`config.mk`:
```
export PLATFORM = sky130hd
export DESIGN_NAME = event_generator_flat
export DESIGN_NICKNAME = d
export VERILOG_FILES = /design/src/rtl/event_generator_if.sv /design/src/rtl/event_generator.sv /design/src/flat_wrapper.sv
export SDC_FILE = /design/constraint.sdc
export NUM_CORES = 1
export LEC_CHECK = 0
export CAP_MARGIN = 20
export CORE_ASPECT_RATIO = 2
export CORE_MARGIN = 3
export CORE_UTILIZATION = 54
export CTS_CLUSTER_SIZE = 8
export DETAILED_ROUTE_END_ITERATION = 10
export PLACE_DENSITY = 0.78
export SLEW_MARGIN = 20
export SYNTH_ARGS = -nofsm -noshare
export SYNTH_HDL_FRONTEND = slang
export SYNTH_SLANG_ARGS = --single-unit
```
`constraint.sdc`:
```
create_clock -name clk -period 5.6 [get_ports clk]
set_input_delay 1.12 -clock clk [delete_from_list [all_inputs] [get_ports clk]]
set_output_delay 1.12 -clock clk [all_outputs]
set_load 0.02 [all_outputs]
```
`src/rtl/event_generator_if.sv`:
```
// event_generator_if
//   Valid/ready event stream carrying one packed address-event per beat.
//   Signals:
//     ev_out   [7:0]  {x[1:0], y[1:0], p[1:0], t[1:0]}
//     ev_valid        ev_out holds an event
//     ev_ready        consumer accepts when ev_valid && ev_ready at a rising edge
//   Modports:
//     master  event source (drives ev_out/ev_valid, samples ev_ready)
//     slave   event sink   (samples ev_out/ev_valid, drives ev_ready)
interface event_generator_if;
    logic [7:0] ev_out;
    logic       ev_valid;
    logic       ev_ready;

    modport master (output ev_out, output ev_valid, input ev_ready);
    modport slave  (input ev_out, input ev_valid, output ev_ready);
endinterface

```
`src/rtl/event_generator.sv`:
```
// event_generator
//   Synthetic, paced source of packed address-events for the event-filter
//   datapath. Raster, random (LFSR) and hot-pixel patterns; events that cannot
//   be placed because the consumer stalls are counted in drop_cnt.
//
//   Build option: define EVENT_GENERATOR_LFSR_EN to include the random (LFSR)
//   pattern. Without it the LFSR is absent and mode 01 behaves as raster.
//
//   Ports:
//     clk, rst_n      clock, asynchronous active-low reset
//     start, stop     run control pulses (stop wins over start)
//     mode   [1:0]    00 raster, 01 random, 10 hot-pixel, 11 raster
//     period [7:0]    cycles between ticks (0 treated as 1)
//     count  [7:0]    events to emit (0 = until stop)
//     hot_xy [3:0]    {x,y} for hot-pixel mode
//     ev              event stream (master side of event_generator_if)
//     busy            not idle
//     done            one-cycle pulse on normal completion
//     drop_cnt [7:0]  ticks lost to backpressure, saturating
module event_generator #(
    parameter logic [7:0] LFSR_SEED = 8'hA5
) (
    input  logic              clk,
    input  logic              rst_n,
    input  logic              start,
    input  logic              stop,
    input  logic [1:0]        mode,
    input  logic [7:0]        period,
    input  logic [7:0]        count,
    input  logic [3:0]        hot_xy,
    event_generator_if.master ev,
    output logic              busy,
    output logic              done,
    output logic [7:0]        drop_cnt
);

    typedef enum logic [1:0] {
        IDLE  = 2'd0,
        RUN   = 2'd1,
        DRAIN = 2'd2
    } state_t;

    state_t     state, state_next;

    logic [1:0] mode_q;
    logic [7:0] reload_q;
    logic [7:0] count_q;
    logic [3:0] hot_q;
    logic [7:0] timer;
    logic [7:0] ev_cnt;
    logic [1:0] t_cnt;
    logic [1:0] rx, ry;
    logic       rp;          // raster polarity: 0 -> ON (01), 1 -> OFF (10)
    logic       hp;          // hot-pixel polarity phase, same encoding
    logic [7:0] ev_out_q;
    logic       ev_valid_q;

    logic [7:0] p_reload;
    logic       launch, tick, slot_free, emit, last, finish;
    logic [7:0] ev_data;

    assign p_reload  = (period == 8'd0) ? 8'd0 : period - 8'd1;
    assign launch    = (state == IDLE) && start && !stop;
    assign tick      = (state == RUN) && !stop && (timer == 8'd0);
    // The output slot is free if empty or being emptied at this same edge.
    assign slot_free = !ev_valid_q || ev.ev_ready;
    assign emit      = tick && slot_free;
    assign last      = emit && (count_q != 8'd0) && (ev_cnt + 8'd1 == count_q);
    assign finish    = (state == DRAIN) && !stop && slot_free;

    assign ev.ev_out   = ev_out_q;
    assign ev.ev_valid = ev_valid_q;
    assign busy        = (state != IDLE);

`ifdef EVENT_GENERATOR_LFSR_EN
    // A zero seed would lock the LFSR at zero; fall back to 1.
    localparam logic [7:0] SEED = (LFSR_SEED != 8'h00) ? LFSR_SEED : 8'h01;

    logic [7:0] lfsr;

    // Galois form of x^8+x^6+x^5+x^4+1, shifting towards the MSB.
    always_ff @(posedge clk or negedge rst_n) begin
        if (!rst_n) begin
            lfsr <= SEED;
        end else if (launch) begin
            lfsr <= SEED;
        end else if (tick) begin
            lfsr <= {lfsr[6:0], 1'b0} ^ (lfsr[7] ? 8'h71 : 8'h00);
        end
    end
`else
    // The seed only feeds the LFSR build.
    if (LFSR_SEED == 8'h00) begin : g_seed_unused
    end
`endif

    always_comb begin
        ev_data = {rx, ry, (rp ? 2'b10 : 2'b01), t_cnt};
        case (mode_q)
            2'b10:   ev_data = {hot_q, (hp ? 2'b10 : 2'b01), t_cnt};
`ifdef EVENT_GENERATOR_LFSR_EN
            2'b01:   ev_data = {lfsr[7:4], (lfsr[0] ? 2'b01 : 2'b10), t_cnt};
`endif
            default: ;
        endcase
    end

    always_ff @(posedge clk or negedge rst_n) begin
        if (!rst_n) begin
            state <= IDLE;
        end else begin
            state <= state_next;
        end
    end

    always_comb begin
        state_next = state;
        case (state)
            IDLE:    if (launch) state_next = RUN;
            RUN: begin
                if (stop)      state_next = IDLE;
                else if (last) state_next = DRAIN;
            end
            DRAIN:   if (stop || finish) state_next = IDLE;
            default: state_next = IDLE;
        endcase
    end

    always_ff @(posedge clk or negedge rst_n) begin
        if (!rst_n) begin
            mode_q     <= '0;
            reload_q   <= '0;
            count_q    <= '0;
            hot_q      <= '0;
            timer      <= '0;
            ev_cnt     <= '0;
            t_cnt      <= '0;
            rx         <= '0;
            ry         <= '0;
            rp         <= 1'b0;
            hp         <= 1'b0;
            ev_out_q   <= '0;
            ev_valid_q <= 1'b0;
            done       <= 1'b0;
            drop_cnt   <= '0;
        end else begin
            done <= finish;
            if (launch) begin
                mode_q   <= mode;
                reload_q <= p_reload;
                count_q  <= count;
                hot_q    <= hot_xy;
                timer    <= p_reload;
                ev_cnt   <= '0;
                t_cnt    <= '0;
                rx       <= '0;
                ry       <= '0;
                rp       <= 1'b0;
                hp       <= 1'b0;
                drop_cnt <= '0;
            end else if (stop && state != IDLE) begin
                ev_valid_q <= 1'b0;
            end else if (state == RUN) begin
                if (tick) begin
                    // Pattern state advances on every tick, placed or dropped.
                    timer <= reload_q;
                    t_cnt <= t_cnt + 2'd1;
                    rx    <= rx + 2'd1;
                    hp    <= ~hp;
                    if (rx == 2'd3) begin
                        ry <= ry + 2'd1;
                        if (ry == 2'd3) rp <= ~rp;
                    end
                    if (emit) begin
                        ev_out_q   <= ev_data;
                        ev_valid_q <= 1'b1;
                        ev_cnt     <= ev_cnt + 8'd1;
                    end else if (drop_cnt != 8'hFF) begin
                        drop_cnt <= drop_cnt + 8'd1;
                    end
                end else begin
                    timer <= timer - 8'd1;
                    if (ev_valid_q && ev.ev_ready) ev_valid_q <= 1'b0;
                end
            end else if (state == DRAIN) begin
                if (ev_valid_q && ev.ev_ready) ev_valid_q <= 1'b0;
            end
        end
    end

endmodule
```
`src/flat_wrapper.sv`:
```
// flat-port wrapper written by rule: the top's interface ports become plain ports
module event_generator_flat 
#(
    parameter logic [7:0] LFSR_SEED = 8'hA5
)
  (clk, rst_n, start, stop, mode, period, count, hot_xy, busy, done, drop_cnt, ev_ev_out, ev_ev_valid, ev_ev_ready);
  event_generator_if ev_i ();
  input  logic clk;
  input  logic rst_n;
  input  logic start;
  input  logic stop;
  input  logic [1:0] mode;
  input  logic [7:0] period;
  input  logic [7:0] count;
  input  logic [3:0] hot_xy;
  output logic busy;
  output logic done;
  output logic [7:0] drop_cnt;
  output wire logic [$bits(ev_i.ev_out)-1:0] ev_ev_out;
  output wire logic [$bits(ev_i.ev_valid)-1:0] ev_ev_valid;
  input wire logic [$bits(ev_i.ev_ready)-1:0] ev_ev_ready;
  assign ev_ev_out = ev_i.ev_out;
  assign ev_ev_valid = ev_i.ev_valid;
  assign ev_i.ev_ready = ev_ev_ready;
  event_generator #(.LFSR_SEED(LFSR_SEED)) u_core (.clk(clk), .rst_n(rst_n), .start(start), .stop(stop), .mode(mode), .period(period), .count(count), .hot_xy(hot_xy), .ev(ev_i), .busy(busy), .done(done), .drop_cnt(drop_cnt));
endmodule
```
==> metrics.cfg, run 1 <==
[status]
status = finished, final reports clean

[cts]
cts_tree = yes
post_cts_buffers = 0
post_cts_resized = 0
cts_root_buffer = clkbuf_16
clkSlewWorstSetupHoldPaths_ns = 0.06
cts_hold_buf = 0
cts_num_sinks = 66
cts_buffers = 9
clk_latency_ns = 0.35
clock_path_buffers = 2
htree_levels = 3

[sta]
tns_ns = 0
fin_crit_sh_pct = 63.3
timing.fmax_mhz = 282
setup_ws_ns = 2.06
tightestPinTransition_ns = 1.03
report.final.slew_viol_count = 0
relSlewSlack_pct = 31.1
finalHoldViolations = 0
whs_ns = 0.476
rsz0062_at_grt = false
min_period_ns = 3.54
fin_skew_ns = 0.00971
setup_viol = 0

[yosys]
synth_edf_count = 0
synth_xor_area_share_pct = 5.26
yosysSeqAreaShare_pct = 47.2
synthTopCellsByArea = dfrtp_1 (47%), nand2_1 (9.4%), xnor2_1 (4.8%)
synthesis.instances = 384
synth_compound_area_share_pct = 13.3
postSynthAreaPerCell_um2 = 9.11
synth-main-ff-cell = dfrtp_1
synthDominantCellAreaShare_pct = 47.2
synth_top_cell_by_area = dfrtp_1
synth.distinct_cells = 51
syn_nets = 419
ys_warn_count = 0
synth_top_family_by_area = simple AND/OR/NAND/NOR gates
synth_fa_ha_area_share_pct = 2.86
yosys.area_share.simple_pct = 24.7
synthArstFlopShare_pct = 100
yosys_register_bits = 66
synthMuxAreaShare_pct = 3.72
syn_area_um2 = 3500

[placed_design]
pre_cts_ws_ns = 1.63
globalplace.congestion = 0.856
portBuffers = 45
placed_area_um2 = 4000
placed_cells = 499
hpwl_um = 5940

[drt]
antenna_left = 0
highest_layer = met4
drt-met1-wl_um = 2960
drt_iter0_markers = 171
post_drt_wl_per_cell_um = 16.0
routed-wl-met3_um = 322
routed_wl_um = 8220
route.vias.total = 2961
dr_wl_met2_um = 4650
dr.pass1.iters = 4
remaining_drc_errors = 0
routed_via_density = 5.75

[worst_setup_path]
crit_arrival_ns = 3.77
crit_chain = clkdlybuf4s50_1 > or3b_1 > nor4_2 > nor2_1 > o21ai_0 > o31ai_1
critPathLaunchType = primary input
rr_startpoint = u_core.timer[0]
endpoint_kind = flop
crit_start = stop
crit_family = simple AND/OR/NAND/NOR gates
path_max_fanout = 12
setup.worst_path.class = primary input to flop
slowest_stage = nor4_2
crit_buf_inv = 1
cp_num_cells = 6
cpPeakStageDelay_ns = 0.90
cp_data_required_time_ns = 5.83
rr_worst_depth = 7

[hold_path]
hold_path.class = flop to flop
hold_depth = 1
hp-start = u_core.reload_q[3]

[finish]
n_antenna_cell = 0
nNetsFinal = 461
design_area_um2 = 4310
nFillCells = 497
area_delta_synth_final_pct = 23.1
fin_cells = 515
drive_above_1_share_pct = 6.96

[global_routing]
grt_max_degree = 67
grt-ovfl-total = 0
antenna_found_initial = 0
grt_usage_pct = 23.8
grt_pass1_vias = 2997
grt_pass1_wl_um = 14000

[die]
rows = 40
start_util_pct = 56.8
die_y_um = 120
core_area_um2 = 6160
io_pins = 46
die_w_um = 62.9
die_area_um2 = 7540

[run]
cap_violations = 0

[power]
p_leak_uw = 0.00190
vdd_drop_max_mv = 0.320
powerDensity_nw_per_um2 = 310

-- metrics by stage --
step	utilization [%]	total power (uW)
after floorplan	-	697
after global placement	65.0	762
after detailed placement	65.0	773
after CTS	69.9	1340
after global routing	70.0	1390
final	70.0	1340
-- report_power, final --
group	internal [uW]	switching (uW)	total, uW
sequential	524	52.5	576
combinational	89.4	101	190
clock	347	223	570
-- state kept, by name (all words and copies together) (netlist names) --
register,count
u_core.count_q,8
u_core.done,1
u_core.drop_cnt,8
u_core.ev.ev_out,8
u_core.ev.ev_valid,1
u_core.ev_cnt,8
u_core.hot_q,4
u_core.hp,1
u_core.mode_q,2
u_core.reload_q,8
u_core.rp,1
u_core.rx,2
u_core.ry,2
u_core.state,2
u_core.t_cnt,2
u_core.timer,8
-- logic make-up after synthesis --
logic type / after synthesis
flops: 66
simple gates: 182
xor+xnor: 21
buf+inv: 22
fa+ha+maj: 8
mux: 13
compound gates: 72
-- cell usage in the layout (no fill, tap or decap), drive strengths merged, types with 3 or more instances in the layout --
master / count
a2111oi: 3
a21o: 5
a21oi: 9
a31oi: 4
buf: 4
clkbuf: 9
clkdlybuf4s50: 44
dfrtp: 66
ha: 8
inv: 7
mux2i: 13
nand2: 88
nand3: 14
nor2: 34
nor2b: 4
nor3: 8
nor3b: 5
nor4: 6
nor4b: 3
o21a: 4
o21ai: 29
o31ai: 7
or3: 3
xnor2: 19
-- metal layers --
metal / up-vias / track usage, %
met3: 18 / 4.87
met5: - / 0
li1: 1427 / -
met2: 79 / 43.1
met1: 1437 / 24.4
met4: 0 / 14.5
-- final timing paths --
path	slack, ns	endpoint
max	2.06	u_core.ev_cnt[3]
min	0.48	u_core.reload_q[3]
max reg2reg	2.65	u_core.ev_cnt[3]
min reg2reg	0.48	u_core.reload_q[3]
max in group asynchronous	4.10	u_core.reload_q[3]
min in group asynchronous	0.94	u_core.count_q[5]
-- cells in the mapped netlist (3+ instances only) --
master and count:
o31ai_1 6, buf_2 5, nor2b_1 4, nor4_1 5
ha_1 8, o21ai_0 20, dfrtp_1 66, o21ai_1 9
mux2i_1 13, inv_1 5, a21oi_1 9, or3_1 3
a21o_1 5, nor2_1 34, nand2_1 88, nor3_1 8
o21a_1 4, a2111oi_0 3, nor3b_1 5, clkbuf_1 9
nand3_1 14, xnor2_1 19, a31oi_1 4
-- area by class of cell --
class	instances	area, um2	area share [%]
Clock buffer	9	225	5.23
Multi-Input combinational cell	296	1760	40.9
Clock inverter	7	76.3	1.77
Timing Repair Buffer	48	468	10.9
Sequential cell	66	1650	38.3
Tap cell	84	105	2.44
Inverter	5	18.8	0.436
(Power assumes the default switching activity.)
==> inputs of run 2 (changes only) <==
--- a/config.mk
+++ b/config.mk
@@ -8,10 +8,10 @@
 export CAP_MARGIN = 20
 export CORE_ASPECT_RATIO = 2
 export CORE_MARGIN = 3
-export CORE_UTILIZATION = 54
+export CORE_UTILIZATION = 50
 export CTS_CLUSTER_SIZE = 8
 export DETAILED_ROUTE_END_ITERATION = 10
-export PLACE_DENSITY = 0.78
+export PLACE_DENSITY = 0.76
 export SLEW_MARGIN = 20
 export SYNTH_ARGS = -nofsm -noshare
 export SYNTH_HDL_FRONTEND = slang
==> constraint.sdc (replaced) <==
create_clock -name clk -period 3.1 [get_ports clk]
set_input_delay 0.62 -clock clk [delete_from_list [all_inputs] [get_ports clk]]
set_output_delay 0.62 -clock clk [all_outputs]
set_load 0.02 [all_outputs]
==> run 2 against run 1 <==
Compared with the run above: non-clock buffer count grew 8; die area up 7.4%; clock power rose by 98%; cell count increased by 2.3%; critical path depth grew 1; sequential power grew 81%; sequential share of layout area fell by 0.85 points; critical endpoint is now u_core.ev_cnt[7]; largest power group is now clock.
==> metrics.cfg, run 2 (synthesis results as in run 1) <==
[cts]
post_cts_buffers = 0
clkSlewWorstSetupHoldPaths_ns = 0.05
clk_latency_ns = 0.33
cts_buffers = 9
cts_hold_buf = 0
htree_levels = 3
cts_root_buffer = clkbuf_16
cts_tree = yes
post_cts_resized = 0
cts_num_sinks = 66
clock_path_buffers = 2

[drt]
remaining_drc_errors = 0
route.vias.total = 3007
drt_iter0_markers = 171
post_drt_wl_per_cell_um = 15.8
antenna_left = 0
dr.pass1.iters = 4
routed_via_density = 5.71
routed_wl_um = 8350

[finish]
fin_util_pct = 65.5
final_common_cell = nand2_1
nNetsFinal = 469
drive_above_1_share_pct = 8.20
layout_common_cells = nand2_1 (88), dfrtp_1 (66), clkdlybuf4s50_1 (44), nor2_1 (34), o21ai_0 (20)
area_delta_synth_final_pct = 25.9
n_antenna_cell = 0

[global_routing]
grt-ovfl-total = 0
grt_usage_pct = 22.0
antenna_found_initial = 0
grt_pass1_vias = 3105
grt_pass1_wl_um = 13900
grt_max_degree = 28

[die]
die_area_um2 = 8100
die_w_um = 65.2
core_area_um2 = 6730
start_util_pct = 52.0
die_y_um = 124
io_pins = 46
rows = 42

[sta]
rsz0062_at_grt = false
min_period_ns = 2.42
relSlewSlack_pct = 44.3
fin_skew_ns = 0.00369
tns_ns = 0
setup_viol = 0
finalHoldViolations = 0
timing.fmax_mhz = 413
report.final.slew_viol_count = 0
fin_crit_sh_pct = 78.1
tightestPinTransition_ns = 0.827

[worst_setup_path]
cp_data_required_time_ns = 3.36
path_max_fanout = 19
crit_start = stop
rr_worst_depth = 8
endpoint_kind = flop
rrSetupSlack_ns = 0.68
r2r-end = u_core.ev_cnt[7]
setup.worst_path.class = primary input to flop
rr_startpoint = u_core.timer[0]
crit_arrival_ns = 2.68
critPathLaunchType = primary input

[placed_design]
portBuffers = 45
globalplace.congestion = 0.853
hpwl_um = 6120

[power]
p_leak_uw = 0.00196
vdd_drop_max_mv = 0.326
powerDensity_nw_per_um2 = 574

[run]
cap_violations = 0

[status]
status = finished, final reports clean

[hold_path]
hold_path.class = primary input to asynchronous set/reset pin

## run 2: how the worst max path moves through the flow
stage | to | slack, ns | cells past startpoint
after CTS | u_core.timer[3] | 0.67 | 7
final | u_core.ev_cnt[7] | 0.68 | 7
after detailed placement | u_core.ev_cnt[3] | 0.34 | 7
after floorplan | u_core.state[0] | 0.88 | 8
after global placement | u_core.ev_cnt[7] | 0.40 | 7
after global routing | u_core.timer[3] | 0.56 | 7
## run 2: cell type report
class | count | area [um2]
clock buffers | 13 | 270
clock inverters | 3 | 68.8
fillers | 584 | 2320
inverters | 5 | 18.8
multi-input cells | 296 | 1760
flip-flops and latches | 66 | 1650
well taps | 88 | 110
repair buffers | 56 | 528
## run 2: metal layers
| metal | track usage [%] | wire [um] |
|---|---|---|
| met5 | 0 | 0 |
| met4 | 10.8 | 239 |
| met3 | 4.24 | 270 |
| met2 | 41.5 | 4800 |
| met1 | 21.9 | 3040 |
## run 2: critical path, stage by stage
cell and delay [ns]:
clkdlybuf4s50_1 0.45, or3b_1 0.55, or4_4 0.54, buf_4 0.21, a21oi_1 0.15, o21ai_1 0.07
o21ai_1 0.08
## run 2: metrics by stage
stage / total power (uW) / area (um2) / setup WS, ns / instances / hold slack (ns)
CTS: 2540 / 4410 / 0.669 / 527 / 0.322
global placement: 1390 / 4070 / 0.401 / 511 / 0.453
floorplan: 1260 / 3500 / 0.884 / 384 / 0.324
finish: 2530 / 4410 / 0.680 / 527 / 0.308
global route: 2630 / 4410 / 0.559 / 527 / 0.357
detailed placement: 1400 / 4070 / 0.336 / 511 / 0.463
## run 2: where the power goes
part | switching (uW) | internal (uW) | total (uW)
Clock | 362 | 772 | 1130
Combinational | 183 | 165 | 349
Sequential | 97.8 | 947 | 1040
